`src/rtl/reg_view_pkg.sv`:
```
// Shared types and constants for the register-viewer controller.
package reg_view_pkg;

    // Width of the register index presented on reg_index / rd_addr.
    localparam int REG_IDX_W = 5;

    // Largest value the 4-digit decimal display can show.
    localparam logic [15:0] DISPLAY_MAX = 16'd9999;

    // Read sequencer states.
    typedef enum logic [1:0] {
        ST_IDLE    = 2'd0,
        ST_REQ     = 2'd1,
        ST_CAPTURE = 2'd2
    } view_state_t;

    // Saturate an unsigned 32-bit register value to the display range.
    function automatic logic [15:0] clamp_display(input logic [31:0] value);
        if (value > 32'(DISPLAY_MAX)) begin
            return DISPLAY_MAX;
        end
        return value[15:0];
    endfunction

endpackage

```
`src/rtl/btn_debounce.sv`:
```
// Pushbutton conditioner: 2-flop synchronizer, stability counter and a
// one-cycle pulse on the rising edge of the accepted (debounced) level.
module btn_debounce #(
    parameter int DEBOUNCE_CYCLES = 1_000_000
) (
    input  logic clock_100Mhz,
    input  logic reset_n,
    input  logic btn_raw,
    output logic step_pulse
);

    localparam int CNT_W = (DEBOUNCE_CYCLES > 1) ? $clog2(DEBOUNCE_CYCLES) : 1;
    localparam logic [CNT_W-1:0] CNT_LAST = CNT_W'(DEBOUNCE_CYCLES - 1);

    logic             sync_1;
    logic             sync_2;
    logic             level;
    logic             level_d;
    logic [CNT_W-1:0] stable_cnt;

    // Bring the asynchronous button into the clock domain.
    always_ff @(posedge clock_100Mhz or negedge reset_n) begin
        if (!reset_n) begin
            sync_1 <= 1'b0;
            sync_2 <= 1'b0;
        end else begin
            sync_1 <= btn_raw;
            sync_2 <= sync_1;
        end
    end

    // Accept a new level only after it has differed from the accepted level
    // for DEBOUNCE_CYCLES consecutive cycles; any return to the old level
    // restarts the count.
    always_ff @(posedge clock_100Mhz or negedge reset_n) begin
        if (!reset_n) begin
            level      <= 1'b0;
            stable_cnt <= '0;
        end else if (sync_2 == level) begin
            stable_cnt <= '0;
        end else if (stable_cnt == CNT_LAST) begin
            level      <= sync_2;
            stable_cnt <= '0;
        end else begin
            stable_cnt <= stable_cnt + CNT_W'(1);
        end
    end

    // One-cycle pulse when the accepted level goes high.
    always_ff @(posedge clock_100Mhz or negedge reset_n) begin
        if (!reset_n) begin
            level_d    <= 1'b0;
            step_pulse <= 1'b0;
        end else begin
            level_d    <= level;
            step_pulse <= level & ~level_d;
        end
    end

endmodule

```
`src/rtl/reg_view_ctrl.sv`:
```
// Register-viewer controller: steps a register index with two buttons,
// reads the selected register and presents it clamped to 0..9999.
//
// Read port handshake: a read completes in the cycle where rd_req and
// rd_ack are both 1, and rd_data is taken in that same cycle. rd_addr is
// held stable while rd_req is 1. rd_ack while rd_req is 0 is ignored. If no
// ack arrives within READ_TIMEOUT cycles of rd_req rising, rd_req drops and
// the read is abandoned.
module reg_view_ctrl
    import reg_view_pkg::*;
#(
    parameter int DEBOUNCE_CYCLES = 1_000_000,
    parameter int REFRESH_CYCLES  = 10_000_000,
    parameter int READ_TIMEOUT    = 255,
    parameter int NUM_REGS        = 32
) (
    input  logic        clock_100Mhz,
    input  logic        reset_n,
    input  logic        btn_next,
    input  logic        btn_prev,
    output logic        rd_req,
    output logic [4:0]  rd_addr,
    input  logic        rd_ack,
    input  logic [31:0] rd_data,
    output logic [4:0]  reg_index,
    output logic [15:0] displayed_number,
    output logic        overflow,
    output logic        stale,
    output logic [1:0]  dbg_state
);

    localparam int REF_W  = (REFRESH_CYCLES > 1) ? $clog2(REFRESH_CYCLES) : 1;
    localparam int WAIT_W = (READ_TIMEOUT > 1) ? $clog2(READ_TIMEOUT) : 1;
    localparam logic [REF_W-1:0]     REF_LAST  = REF_W'(REFRESH_CYCLES - 1);
    localparam logic [WAIT_W-1:0]    WAIT_LAST = WAIT_W'(READ_TIMEOUT - 1);
    localparam logic [REG_IDX_W-1:0] IDX_LAST  = REG_IDX_W'(NUM_REGS - 1);

    logic                 next_pulse;
    logic                 prev_pulse;
    logic                 step;
    logic [REG_IDX_W-1:0] idx_next;
    view_state_t          state;
    logic                 pending;
    logic [REF_W-1:0]     refresh_cnt;
    logic [WAIT_W-1:0]    wait_cnt;
    logic [31:0]          data_q;

    btn_debounce #(
        .DEBOUNCE_CYCLES(DEBOUNCE_CYCLES)
    ) u_next (
        .clock_100Mhz(clock_100Mhz),
        .reset_n     (reset_n),
        .btn_raw     (btn_next),
        .step_pulse  (next_pulse)
    );

    btn_debounce #(
        .DEBOUNCE_CYCLES(DEBOUNCE_CYCLES)
    ) u_prev (
        .clock_100Mhz(clock_100Mhz),
        .reset_n     (reset_n),
        .btn_raw     (btn_prev),
        .step_pulse  (prev_pulse)
    );

    // Next index with wrap-around; simultaneous next and prev cancel.
    always_comb begin
        step     = next_pulse ^ prev_pulse;
        idx_next = reg_index;
        if (next_pulse && !prev_pulse) begin
            idx_next = (reg_index == IDX_LAST) ? '0 : reg_index + REG_IDX_W'(1);
        end else if (prev_pulse && !next_pulse) begin
            idx_next = (reg_index == '0) ? IDX_LAST : reg_index - REG_IDX_W'(1);
        end
    end

    // The index follows the buttons in every state.
    always_ff @(posedge clock_100Mhz or negedge reset_n) begin
        if (!reset_n) begin
            reg_index <= '0;
        end else begin
            reg_index <= idx_next;
        end
    end

    // Read sequencer: issues reads on steps, pending steps and refresh,
    // captures or abandons them, and drives the display outputs.
    always_ff @(posedge clock_100Mhz or negedge reset_n) begin
        if (!reset_n) begin
            state            <= ST_REQ;
            rd_req           <= 1'b0;
            rd_addr          <= '0;
            displayed_number <= '0;
            overflow         <= 1'b0;
            stale            <= 1'b0;
            pending          <= 1'b0;
            refresh_cnt      <= '0;
            wait_cnt         <= '0;
            data_q           <= '0;
        end else begin
            case (state)
                ST_IDLE: begin
                    if (step || pending || (refresh_cnt == REF_LAST)) begin
                        state       <= ST_REQ;
                        rd_req      <= 1'b1;
                        rd_addr     <= idx_next;
                        wait_cnt    <= '0;
                        pending     <= 1'b0;
                        refresh_cnt <= '0;
                    end else begin
                        refresh_cnt <= refresh_cnt + REF_W'(1);
                    end
                end

                ST_REQ: begin
                    if (!rd_req) begin
                        // First cycle out of reset: start the read here,
                        // already pointing at any index that moves now.
                        rd_req   <= 1'b1;
                        rd_addr  <= idx_next;
                        wait_cnt <= '0;
                    end else begin
                        if (step) begin
                            pending <= 1'b1;
                        end
                        if (rd_ack) begin
                            rd_req <= 1'b0;
                            data_q <= rd_data;
                            state  <= ST_CAPTURE;
                        end else if (wait_cnt == WAIT_LAST) begin
                            rd_req      <= 1'b0;
                            stale       <= 1'b1;
                            refresh_cnt <= '0;
                            state       <= ST_IDLE;
                        end else begin
                            wait_cnt <= wait_cnt + WAIT_W'(1);
                        end
                    end
                end

                ST_CAPTURE: begin
                    if (step) begin
                        pending <= 1'b1;
                    end
                    displayed_number <= clamp_display(data_q);
                    overflow         <= (data_q > 32'(DISPLAY_MAX));
                    stale            <= 1'b0;
                    refresh_cnt      <= '0;
                    state            <= ST_IDLE;
                end

                default: begin
                    state <= ST_IDLE;
                end
            endcase
        end
    end

    assign dbg_state = state;

endmodule

```
`config.mk`:
```
export PLATFORM = sky130hd
export DESIGN_NAME = reg_view_ctrl
export DESIGN_NICKNAME = d
export VERILOG_FILES = /design/src/rtl/reg_view_pkg.sv /design/src/rtl/btn_debounce.sv /design/src/rtl/reg_view_ctrl.sv
export SDC_FILE = /design/constraint.sdc
export NUM_CORES = 1
export LEC_CHECK = 0
export ABC_CLOCK_PERIOD_IN_PS = 3250
export CORE_MARGIN = 2
export CORE_UTILIZATION = 50
export CTS_BUF_LIST = sky130_fd_sc_hd__clkbuf_8
export DETAILED_ROUTE_END_ITERATION = 7
export PLACE_DENSITY = 0.71
export SETUP_SLACK_MARGIN = 0.2
export SYNTH_ARGS = -nofsm -noshare
export SYNTH_HDL_FRONTEND = slang
export SYNTH_SLANG_ARGS = --single-unit
```
`constraint.sdc`:
```
create_clock -name clock_100Mhz -period 3.25 [get_ports clock_100Mhz]
set_input_delay 0.4875 -clock clock_100Mhz [delete_from_list [all_inputs] [get_ports clock_100Mhz]]
set_output_delay 0.4875 -clock clock_100Mhz [all_outputs]
set_load 0.02 [all_outputs]
```
==> flow_summary.toml <==
[run_status]
run_status = "complete, but fails checks"
violations_in_the_final_reports = "hold timing"

[cts]
cts_buffer_depth = 2
clock-root-buffer = "sky130_fd_sc_hd__clkbuf_8"
cts_htree_levels = 4
worstSkewPairLatency_ns = 0.44
cts_tree = "built"
clkTransAtPathRegs_ns = 0.08
cts_resized = 0
cts.hold.buffers_added = 0
post-cts-setup-buffers = 0
numCtsBuffers = 17
cts.sinks = 146

[timing]
timing_hold_violations_final = 3
clock_skew_ns = 0.01002
grt_setup_unrepaired = "false"
timing.setup.tns_ns = 0
setup_viol = 0
setup_ws_ns = 0.7894
final-max-slew-violation-count = 0
actual_transition_at_the_worst_max_transition_pin_ns = 0.9168
min_period_ns = 2.461
min_period_over_period = 0.7571
achievable-frequency_mhz = 406.4
slew_headroom = 0.3888
hold_ws_ns = -0.002873

[routing]
vias_per_cell = 5.632
route.detailed.wl_per_inst_um = 15.43
route.vias.total = 5001
drt-total-wl_mm = 13.71
detailedRoute.firstIterationViolations = 345
route.antenna.remaining_nets = 0
drt_pre_antenna_iters = 5
detail_route.drc_violations = 0

[layout]
antenna_diode_instance_count = 0
sequential_cell_area_um2 = 3655
areaGrowthSynthToFinish_pct = 18.92
multi_input_comb_area_um2 = 2943
post_route_cells_drive_above_1_share = 0.1208
n_fill_cell = 1082
final_nets = 750

[placement]
dp_slack_ns = 0.8474
io_buffer_count = 67
finalWeightedCongestion = 0.8601
final_hpwl_dp_mm = 9.490

[job]
cap_viol_max_count = 0

[synthesis]
synth-edff-count = 0
synth.most_common_cell = "sky130_fd_sc_hd__dfrtp_1"
netlist-cell-type-count = 56
post_synth_instance_area_um2 = 6785
proportion_of_register_bits_with_asynchronous_set_or_reset_after_synthesis = 1.000
synth_top_area_frac = 0.5348
synthFlopType = "sky130_fd_sc_hd__dfrtp_1"
netlist_top_cells_area = "sky130_fd_sc_hd__dfrtp_1 (53%), sky130_fd_sc_hd__mux2_2 (6.6%), sky130_fd_sc_hd__xor2_1 (4.6%)"
netlist.top_cell.by_area = "sky130_fd_sc_hd__dfrtp_1"
yosys_register_bits = 146
synth.yosys.warnings = 0
yosys-top-cells-count = "sky130_fd_sc_hd__dfrtp_1 (145), sky130_fd_sc_hd__nor2_1 (77), sky130_fd_sc_hd__mux2_2 (40), sky130_fd_sc_hd__xor2_1 (36), sky130_fd_sc_hd__nand2_1 (35)"
synth_nets = 681
syn_inst = 630
synth.avg_cell_area_um2 = 10.77
ys_seq_area_frac = 0.5386

[global_routing]
pin_count_of_the_biggest_net_entering_global_routing = 59
global_route_wire_length_before_repair_mm = 23.65
antenna_found_initial = 0
globalRoute.totalOverflow = 0
first_global_vias = 4976
grtUsageTotal = 0.2020

[worst_setup_path]
end_kind = "flop"
cp_data_arrival_time_ns = 2.78
worstPathRequired_ns = 3.57
worstSetupPathType = "reg2reg"
crit_path_start_kind = "flop"
timing.critical_path.fanout_max = 14

[floorplan]
floorplan.rows = 42
die_height_um = 120.5
die_area_um2 = 14520
io-pin-count = 68
chipWidth_um = 120.5
initial_utilization = 0.5124
core_region_area_um2 = 13240

[pwr]
power.density_cell_area_nw_per_um2 = 426.8
leakage_uw = 0.003681
max-vdd-ir-drop_mv = 0.3724

[worst_hold_path]
holdCritPathClass = "in2async"
-- cell type report --
type,instances,area share
clock buffers,18,0.03070
clock inverters,14,0.02140
inverters,23,0.01070
multi-input cells,436,0.3647
flip-flops and latches,146,0.4529
well taps,176,0.02729
repair buffers,75,0.09226
-- logic make-up (layout without fill, tap and decap cells) --
family | Yosys count | after routing | synth area share
muxes | 41 | 41 | 0.06786
DFF | 146 | 146 | 0.5386
adders and majority gates | 14 | 14 | 0.02582
AOI/OAI and AO/OA | 90 | 90 | 0.09313
and+or+nand+nor | 244 | 244 | 0.1862
xor gates and xnor gates | 47 | 47 | 0.06067
buffers and inverters | 48 | 130 | 0.02766
-- metal layers --
metal,wire (um),GRT usage,vias to the layer above,part of all wire
li1,-,-,2391,-
met1,6377,0.2740,2465,0.47
met2,6522,0.3249,132,0.48
met3,639,0.04906,13,0.047
met4,166,0.05814,0,0.012
met5,0,0,-,0
-- cell usage in the layout, fill, tap and decap left out, types with 9 or more instances in the layout --
cell type,count
sky130_fd_sc_hd__xor2_1,36
sky130_fd_sc_hd__o31ai_1,12
sky130_fd_sc_hd__clkbuf_8,18
sky130_fd_sc_hd__inv_1,27
sky130_fd_sc_hd__mux2_2,40
sky130_fd_sc_hd__nor3_1,10
sky130_fd_sc_hd__o22a_1,9
sky130_fd_sc_hd__clkdlybuf4s50_1,66
sky130_fd_sc_hd__and3_1,13
sky130_fd_sc_hd__a22o_1,10
sky130_fd_sc_hd__o21ai_0,18
sky130_fd_sc_hd__dfrtp_1,145
sky130_fd_sc_hd__a21oi_1,14
sky130_fd_sc_hd__ha_1,14
sky130_fd_sc_hd__nand2_1,35
sky130_fd_sc_hd__nand4_1,21
sky130_fd_sc_hd__nor4_1,12
sky130_fd_sc_hd__nor2_1,77
sky130_fd_sc_hd__nand3_1,33
sky130_fd_sc_hd__xnor2_1,11
-- path summary, 6_finish.rpt --
path                       cells past startpoint           start             to  slack [ns]
max                                            7  refresh_cnt[0]     rd_addr[2]        0.79
min                                            1         reset_n    wait_cnt[7]      -0.003
max reg2reg                                    7  refresh_cnt[0]     rd_addr[2]        0.79
min reg2reg                                    0   u_next.sync_1  u_next.sync_2        0.36
max in group asynchronous                      2         reset_n      data_q[0]        2.38
min in group clock_100Mhz                      0   u_next.sync_1  u_next.sync_2        0.36
-- critical path, stage by stage (launching register included) --
cell and delay (ns):
sky130_fd_sc_hd__dfrtp_1 0.42, sky130_fd_sc_hd__ha_1 0.26, sky130_fd_sc_hd__nand3_1 0.10, sky130_fd_sc_hd__nor2_1 0.05, sky130_fd_sc_hd__buf_4 0.17, sky130_fd_sc_hd__a311oi_2 0.80
sky130_fd_sc_hd__nor3b_2 0.21, sky130_fd_sc_hd__mux2_2 0.33
-- per-stage QoR --
step	std cells	util	total power [uW]	area, um^2
3_3_place_gp	856	0.5776	1980	7649
4_1_cts	888	0.6093	3490	8069
2_1_floorplan	630	-	1891	6785
5_1_grt	888	0.6093	3576	8069
3_5_place_dp	856	0.5776	1984	7649
6_report	888	0.6093	3444	8069
-- flip-flops by register name, indices dropped and copies added (netlist names), 2 cells and up --
name and flops:
u_prev.stable_cnt 20, dbg_state 2, refresh_cnt 24, displayed_number 16, wait_cnt 8, data_q 32, reg_index 5, u_next.stable_cnt 20
rd_addr 5
-- where the power goes --
| group | leakage, uW | total [uW] | internal (uW) | switching (uW) |
|---|---|---|---|---|
| logic | 0.00148 | 109 | 50.7 | 58.3 |
| registers | 0.00197 | 1840 | 1830 | 10.2 |
| clock network | 0.000231 | 1500 | 842 | 657 |
Power figures use the tool's default switching activity.
